===== config.mk =====
export PLATFORM = sky130hd
export DESIGN_NAME = io_bridge_rr
export DESIGN_NICKNAME = d
export VERILOG_FILES = /design/src/rtl/io_bridge_pkg.sv /design/src/rtl/io_bridge_rr_arb.sv /design/src/rtl/io_bridge_rr.sv
export SDC_FILE = /design/constraint.sdc
export NUM_CORES = 1
export LEC_CHECK = 0
export BUFFER_PORTS_ARGS = -buffer_cell sky130_fd_sc_hd__buf_4
export CORE_AREA = 2 2 207 209
export DETAILED_ROUTE_END_ITERATION = 8
export DIE_AREA = 0 0 209 211
export HOLD_SLACK_MARGIN = 0.06
export PLACE_DENSITY = 0.57
export SYNTH_ARGS = -nofsm -noshare
export SYNTH_HDL_FRONTEND = slang
export SYNTH_SLANG_ARGS = --single-unit

===== constraint.sdc =====
create_clock -name clk_i -period 3.3 [get_ports clk_i]
set_input_delay 0.165 -clock clk_i [delete_from_list [all_inputs] [get_ports clk_i]]
set_output_delay 0.165 -clock clk_i [all_outputs]
set_load 0.03 [all_outputs]

===== src/rtl/io_bridge_pkg.sv =====
// Shared types and helpers for the round-robin I/O bridge.
// Holds the FSM state encoding and the address window filter.
package io_bridge_pkg;

  typedef enum logic [1:0] {
    IDLE      = 2'd0,
    WAIT_ACK  = 2'd1,
    WAIT_NACK = 2'd2,
    WR_POST   = 2'd3
  } state_t;

  // True when adr is inside the I/O window but outside the excluded hole.
  function automatic logic io_hit(
    input logic [63:0] adr,
    input logic [63:0] base,
    input logic [63:0] mask,
    input logic [63:0] ex_base,
    input logic [63:0] ex_mask
  );
    return ((adr & mask) == base) &&
           ((adr & ex_mask) != ex_base);
  endfunction

endpackage


===== src/rtl/io_bridge_rr_arb.sv =====
// Combinational round-robin picker.
// Returns the first requesting index at or after ptr, wrapping.
module rr_arbiter #(
  parameter int NSLV = 4,
  parameter int IW   = (NSLV > 1) ? $clog2(NSLV) : 1
) (
  input  logic [NSLV-1:0] req,
  input  logic [IW-1:0]   ptr,
  output logic [IW-1:0]   grant,
  output logic            valid
);

  int j;

  always_comb begin
    valid = 1'b0;
    grant = '0;
    j     = 0;
    for (int k = 0; k < NSLV; k++) begin
      j = int'(ptr) + k;
      if (j >= NSLV) j = j - NSLV;
      if (!valid && req[j]) begin
        valid = 1'b1;
        grant = IW'(j);
      end
    end
  end

endmodule


===== src/rtl/io_bridge_rr.sv =====
// Multi-port I/O bridge: filters requests against the I/O window and
// forwards one access at a time to the master bus, round-robin.
module io_bridge_rr
  import io_bridge_pkg::*;
#(
  parameter int            NSLV      = 4,
  parameter int            DW        = 32,
  parameter int            AW        = 32,
  parameter logic [AW-1:0] IO_BASE   = 32'hFD000000,
  parameter logic [AW-1:0] IO_MASK   = 32'hFF000000,
  parameter logic [AW-1:0] EX_BASE   = 32'hFD200000,
  parameter logic [AW-1:0] EX_MASK   = 32'hFFF00000,
  parameter int            TMO       = 255,
  parameter bit            POSTED_WR = 1'b0
) (
  input  logic                          clk_i,
  input  logic                          rst_i,
  input  logic                          io_gate_en_i,
  input  logic [NSLV-1:0]               s_cyc_i,
  input  logic [NSLV-1:0]               s_stb_i,
  input  logic [NSLV-1:0]               s_we_i,
  input  logic [NSLV-1:0][DW/8-1:0]     s_sel_i,
  input  logic [NSLV-1:0][AW-1:0]       s_adr_i,
  input  logic [NSLV-1:0][DW-1:0]       s_dat_i,
  output logic [NSLV-1:0]               s_ack_o,
  output logic [NSLV-1:0]               s_err_o,
  output logic [NSLV-1:0][DW-1:0]       s_dat_o,
  output logic                          m_cyc_o,
  output logic                          m_stb_o,
  output logic                          m_we_o,
  output logic [DW/8-1:0]               m_sel_o,
  output logic [AW-1:0]                 m_adr_o,
  output logic [DW-1:0]                 m_dat_o,
  input  logic                          m_ack_i,
  input  logic [DW-1:0]                 m_dat_i
);

  localparam int SW = DW / 8;
  localparam int IW = (NSLV > 1) ? $clog2(NSLV) : 1;
  localparam int TW = $clog2(TMO + 2);

  state_t                  state_q, state_d;
  logic [IW-1:0]           grant_q, grant_d;
  logic [IW-1:0]           ptr_q, ptr_d;
  logic [TW-1:0]           tmo_q, tmo_d;
  logic                    ack_q, ack_d;
  logic                    err_q, err_d;
  logic                    cyc_q, cyc_d;
  logic                    stb_q, stb_d;
  logic                    we_q, we_d;
  logic [SW-1:0]           sel_q, sel_d;
  logic [AW-1:0]           adr_q, adr_d;
  logic [DW-1:0]           dat_q, dat_d;
  logic [NSLV-1:0][DW-1:0] sdat_q, sdat_d;

  logic [NSLV-1:0] hit;
  logic [IW-1:0]   arb_grant;
  logic            arb_valid;
  logic            g_cyc;
  logic            g_stb;
  logic            tmo_hit;
  logic [TW-1:0]   tmo_inc;

  always_comb begin
    hit = '0;
    for (int i = 0; i < NSLV; i++) begin
      hit[i] = s_cyc_i[i] & s_stb_i[i] &
               io_hit(64'(s_adr_i[i]), 64'(IO_BASE),
                      64'(IO_MASK), 64'(EX_BASE),
                      64'(EX_MASK));
    end
  end

  rr_arbiter #(
    .NSLV (NSLV),
    .IW   (IW)
  ) u_arb (
    .req   (hit),
    .ptr   (ptr_q),
    .grant (arb_grant),
    .valid (arb_valid)
  );

  assign g_cyc   = s_cyc_i[grant_q];
  assign g_stb   = s_stb_i[grant_q];
  assign tmo_hit = (TMO != 0) && (int'(tmo_q) == TMO - 1);
  assign tmo_inc = (tmo_q == '1) ? tmo_q : tmo_q + 1'b1;

  always_comb begin
    state_d = state_q;
    grant_d = grant_q;
    ptr_d   = ptr_q;
    tmo_d   = tmo_q;
    ack_d   = ack_q;
    err_d   = err_q;
    cyc_d   = cyc_q;
    stb_d   = stb_q;
    we_d    = we_q;
    sel_d   = sel_q;
    adr_d   = adr_q;
    dat_d   = dat_q;
    sdat_d  = sdat_q;
    unique case (state_q)
      IDLE: begin
        if (io_gate_en_i && !m_ack_i && arb_valid) begin
          grant_d = arb_grant;
          cyc_d   = 1'b1;
          stb_d   = 1'b1;
          we_d    = s_we_i[arb_grant];
          sel_d   = s_sel_i[arb_grant];
          adr_d   = s_adr_i[arb_grant];
          dat_d   = s_dat_i[arb_grant];
          ptr_d   = (arb_grant == IW'(NSLV - 1)) ?
                    '0 : arb_grant + 1'b1;
          tmo_d   = '0;
          if (POSTED_WR && s_we_i[arb_grant]) begin
            ack_d   = 1'b1;
            state_d = WR_POST;
          end else begin
            state_d = WAIT_ACK;
          end
        end
      end
      WAIT_ACK: begin
        if (m_ack_i || !g_cyc || tmo_hit) begin
          cyc_d = 1'b0;
          stb_d = 1'b0;
          we_d  = 1'b0;
          sel_d = '0;
          adr_d = '0;
          dat_d = '0;
        end
        if (m_ack_i) begin
          ack_d           = 1'b1;
          sdat_d[grant_q] = m_dat_i;
          state_d         = WAIT_NACK;
        end else if (!g_cyc) begin
          state_d = IDLE;
        end else if (tmo_hit) begin
          err_d   = 1'b1;
          state_d = WAIT_NACK;
        end else begin
          tmo_d = tmo_inc;
        end
      end
      WAIT_NACK: begin
        if (!g_stb || !g_cyc) begin
          ack_d           = 1'b0;
          err_d           = 1'b0;
          sdat_d[grant_q] = '0;
          state_d         = IDLE;
        end
      end
      WR_POST: begin
        // Master and requester sides retire independently.
        if (cyc_q) begin
          if (m_ack_i || tmo_hit) begin
            cyc_d = 1'b0;
            stb_d = 1'b0;
            we_d  = 1'b0;
            sel_d = '0;
            adr_d = '0;
            dat_d = '0;
          end else begin
            tmo_d = tmo_inc;
          end
        end
        if (ack_q && (!g_stb || !g_cyc)) ack_d = 1'b0;
        if (!cyc_d && !ack_d) state_d = IDLE;
      end
      default: state_d = IDLE;
    endcase
  end

  always_ff @(posedge clk_i) begin
    if (rst_i) begin
      state_q <= IDLE;
      grant_q <= '0;
      ptr_q   <= '0;
      tmo_q   <= '0;
      ack_q   <= 1'b0;
      err_q   <= 1'b0;
      cyc_q   <= 1'b0;
      stb_q   <= 1'b0;
      we_q    <= 1'b0;
      sel_q   <= '0;
      adr_q   <= '0;
      dat_q   <= '0;
      sdat_q  <= '0;
    end else begin
      state_q <= state_d;
      grant_q <= grant_d;
      ptr_q   <= ptr_d;
      tmo_q   <= tmo_d;
      ack_q   <= ack_d;
      err_q   <= err_d;
      cyc_q   <= cyc_d;
      stb_q   <= stb_d;
      we_q    <= we_d;
      sel_q   <= sel_d;
      adr_q   <= adr_d;
      dat_q   <= dat_d;
      sdat_q  <= sdat_d;
    end
  end

  always_comb begin
    s_ack_o = '0;
    s_err_o = '0;
    for (int i = 0; i < NSLV; i++) begin
      s_ack_o[i] = ack_q & s_stb_i[i] & (grant_q == IW'(i));
      s_err_o[i] = err_q & s_stb_i[i] & (grant_q == IW'(i));
    end
  end

  assign s_dat_o = sdat_q;
  assign m_cyc_o = cyc_q;
  assign m_stb_o = stb_q;
  assign m_we_o  = we_q;
  assign m_sel_o = sel_q;
  assign m_adr_o = adr_q;
  assign m_dat_o = dat_q;

endmodule


==> run metrics <==
status=finished, final reports clean; MaxCap Viol Count=0; final worst slack=0.147 ns; Top Ports=527; dpl ws=0.423 ns; Seq/Total Area, Yosys=40.2%; reg2reg end=m_dat_o[17]; Worst-Skew Late Latency=0.56 ns; WS Path Type=in -> reg; H-tree levels=1; Post-Syn Area per Cell=7.67 um2; Final Cycle Share=95.5%; synthesized cell area=10800 um2; final setup TNS=0 ns; DP HPWL=35.8 mm; Worst-Margin Slew=0.835 ns; WP data required=3.81 ns; Storage cell area=4320 um2; Worst-path clk slew=0.06 ns; Final Hold Vio Count=0; Crit. Startpoint=s_adr_i[53]; post-CTS setup buffer count=0; reg2reg start=state_q[0]; Die Ht=211 um; Psw=1.77 mW; combined area of the multi-input logic cells=5130 um2; Critical Path Sink Type=register; RSZ-0062 raised after global routing=false; highest attainable clock frequency=317 MHz; drt first pass iters=7; Post-Layout Cell Count=2567; Clock power frac=45.0%; first-pass GRT wire length=76.6 mm; Post-synth EDFFs=0; die width=209 um; Gate power share=14.9%; P_leak=7.52 nW; TritonCTS Buffers=27; Post-synth top flop=dfxtp_1; Hold/Removal Path Class=in -> reg; gr usage total=21.9%; largest net degree at the start of global routing=75; flop-to-flop setup slack=0.21 ns; row count=75; fin area=17700 um2; initial core utilization=25.7%; worst rel slew slack=44.3%; Post-CTS Resized=0; Avg WL per Cell=20.0 um; critical path fanouts, max=44; synthesized instance count=1402; CP endpoint=m_dat_o[17]; vias per std cell=5.17; Tmin final=3.15 ns; 1st-iter DRT viols=1144; die footprint=44100 um2; Setup Skew=0.0208 ns; placed cell areas=15200 um2; # setup viols final=0; Int Power=4.95 mW; clk root buf=clkbuf_16; critical path arrival=3.66 ns; total power=6.73 mW; initial antenna violation count=7; vias in the first global route=13279; CTS tree=done; Flop pwr share=40.1%; syn_nets=1725; synth warn=0; WL final=51.5 mm; CP Launch Type=input pin; Synth-to-Final Area Change=64.6%; remaining global-route overflow=0; RePlAce Congestion=0.852; Cell variety after synth=48; register bit count reported by yosys=216; Slew Limit Fails=0; R2R cell count=8; final net count=2325; PD cells=380 nW/um2; Port Buffer Count=526; core area=41800 um2; Post-DRT Antenna Nets=0; share of cells above drive strength 1=31.1%; minimum hold slack=0.165 ns; Max VDD drop=0.365 mV; deepest clock path buffer count=3; Sinks on Clock Net=216; DRC viols=0; Sw Ratio=26.4%; final core utilization=42.4%; placed insts=2357; routed vias=13270; Fill cells=4175; async set or reset register ratio after synthesis=0%
power groups by stage:
| stage | clock network (mW) | registers, mW | logic, mW |
|---|---|---|---|
| floorplan | 0 | 2.83 | 0.297 |
| CTS | 3.10 | 2.70 | 1.00 |
| global route | 3.20 | 2.70 | 1.07 |
| detailed placement | 0 | 2.75 | 0.896 |
| finish | 3.03 | 2.70 | 1.00 |
| global placement | 0 | 2.75 | 0.890 |
metal layers:
layer | up-vias | routed length [um] | track usage [%]
li1 | 6215 | - | -
met1 | 6309 | 19600 | 24.8
met2 | 627 | 25100 | 38.3
met3 | 115 | 4640 | 6.17
met4 | 4 | 2080 | 9.63
met5 | - | 26 | 0
Yosys cell counts, types with 3 or more instances:
cell type    n  area share [%]
or4_1        5            0.35
nor4b_1      4            0.33
nand4b_1     5            0.41
a211oi_1   132             9.2
o21ai_0      5            0.23
nor2_1      21            0.73
nand2_1    148             5.2
nor4_1       3            0.17
and2_1       3            0.17
and3_1       8            0.47
clkbuf_1   117             4.1
buf_2       11            0.51
a31oi_1    122             7.1
dfxtp_1    216              40
buf_1        9            0.31
nor2b_1      5            0.29
xnor2_1      4            0.33
o21a_1      10            0.70
nand4_1      6            0.35
inv_1      190             6.6
o32ai_1     55             4.5
a21oi_1    142             6.6
o32ai_2      6            0.91
nand3_1    134             6.2
ha_1         3            0.35
buf_6        8            0.84
cells by family (layout without fill, tap and decap cells):
| logic type | count (synthesis) | after routing | synth area share (%) |
|---|---|---|---|
| compound gates | 485 | 485 | 30.5 |
| simple gates | 354 | 354 | 15.5 |
| buf+inv | 336 | 957 | 12.5 |
| flops | 216 | 216 | 40.2 |
| xor+xnor | 4 | 4 | 0.326 |
| mux | 4 | 4 | 0.605 |
| fa+ha+maj | 3 | 3 | 0.349 |
| other cells | 0 | 5 | 0 |
critical path, cell delays in order:
cell and delay [ns]:
dlygate4sd3_1 0.55, buf_4 0.15, nor4b_1 0.15, or4_1 0.45, a222oi_1 0.35, buf_4 0.21, and3_4 0.33, buf_12 0.26
a211oi_1 0.11, o32ai_1 0.33, dlygate4sd3_1 0.59
how the worst min path moves through the flow:
stage,slack (ns),depth (start not counted),endpoint,start
after global routing,0.20,2,ack_q,rst_i
after floorplan,0.31,2,s_dat_o[0],m_dat_i[0]
after global placement,0.44,2,m_adr_o[18],m_adr_o[18]
after CTS,0.16,2,grant_q[1],rst_i
after detailed placement,0.45,2,m_adr_o[18],m_adr_o[18]
final,0.17,2,grant_q[1],rst_i
state kept, by name, indices dropped and copies added (netlist names):
register	count
m_adr_o	32
ack_q	1
m_we_o	1
err_q	1
tmo_q	9
m_dat_o	32
ptr_q	2
m_stb_o	1
state_q	2
s_dat_o	128
grant_q	2
m_cyc_o	1
m_sel_o	4
cell type report:
| class | instances | area share, % |
|---|---|---|
| antenna | 5 | 0.0707 |
| inverter | 190 | 4.03 |
| timing repair buffer | 717 | 33.6 |
| clock buffer | 37 | 4.31 |
| multi-input combinational | 850 | 29.0 |
| clock inverter | 13 | 0.728 |
| sequential | 216 | 24.4 |
| tap | 539 | 3.81 |
layout by cell type (no fill, tap or decap), types with 5 or more instances in the layout:
| cell type | n |
|---|---|
| dfxtp_1 | 216 |
| o21a_1 | 9 |
| clkbuf_8 | 5 |
| o32ai_2 | 6 |
| o32ai_1 | 55 |
| buf_12 | 14 |
| nand2_1 | 148 |
| clkbuf_1 | 5 |
| diode_2 | 5 |
| nand3_1 | 133 |
| inv_1 | 190 |
| nand4_1 | 6 |
| nand4b_1 | 5 |
| a21oi_1 | 142 |
| clkinv_2 | 6 |
| a211oi_1 | 132 |
| nor2_1 | 21 |
| buf_4 | 548 |
| a31oi_1 | 122 |
| nor2b_1 | 5 |
| clkbuf_16 | 27 |
| and3_1 | 7 |
| or4_1 | 5 |
| dlygate4sd3_1 | 155 |
what timing repair did:
item / in CTS / in global routing
setup endpoints to repair: 0 / 10
hold buffers: 155 / 0
hold endpoints to repair: 192 / 0
Power figures use the tool's default switching activity.
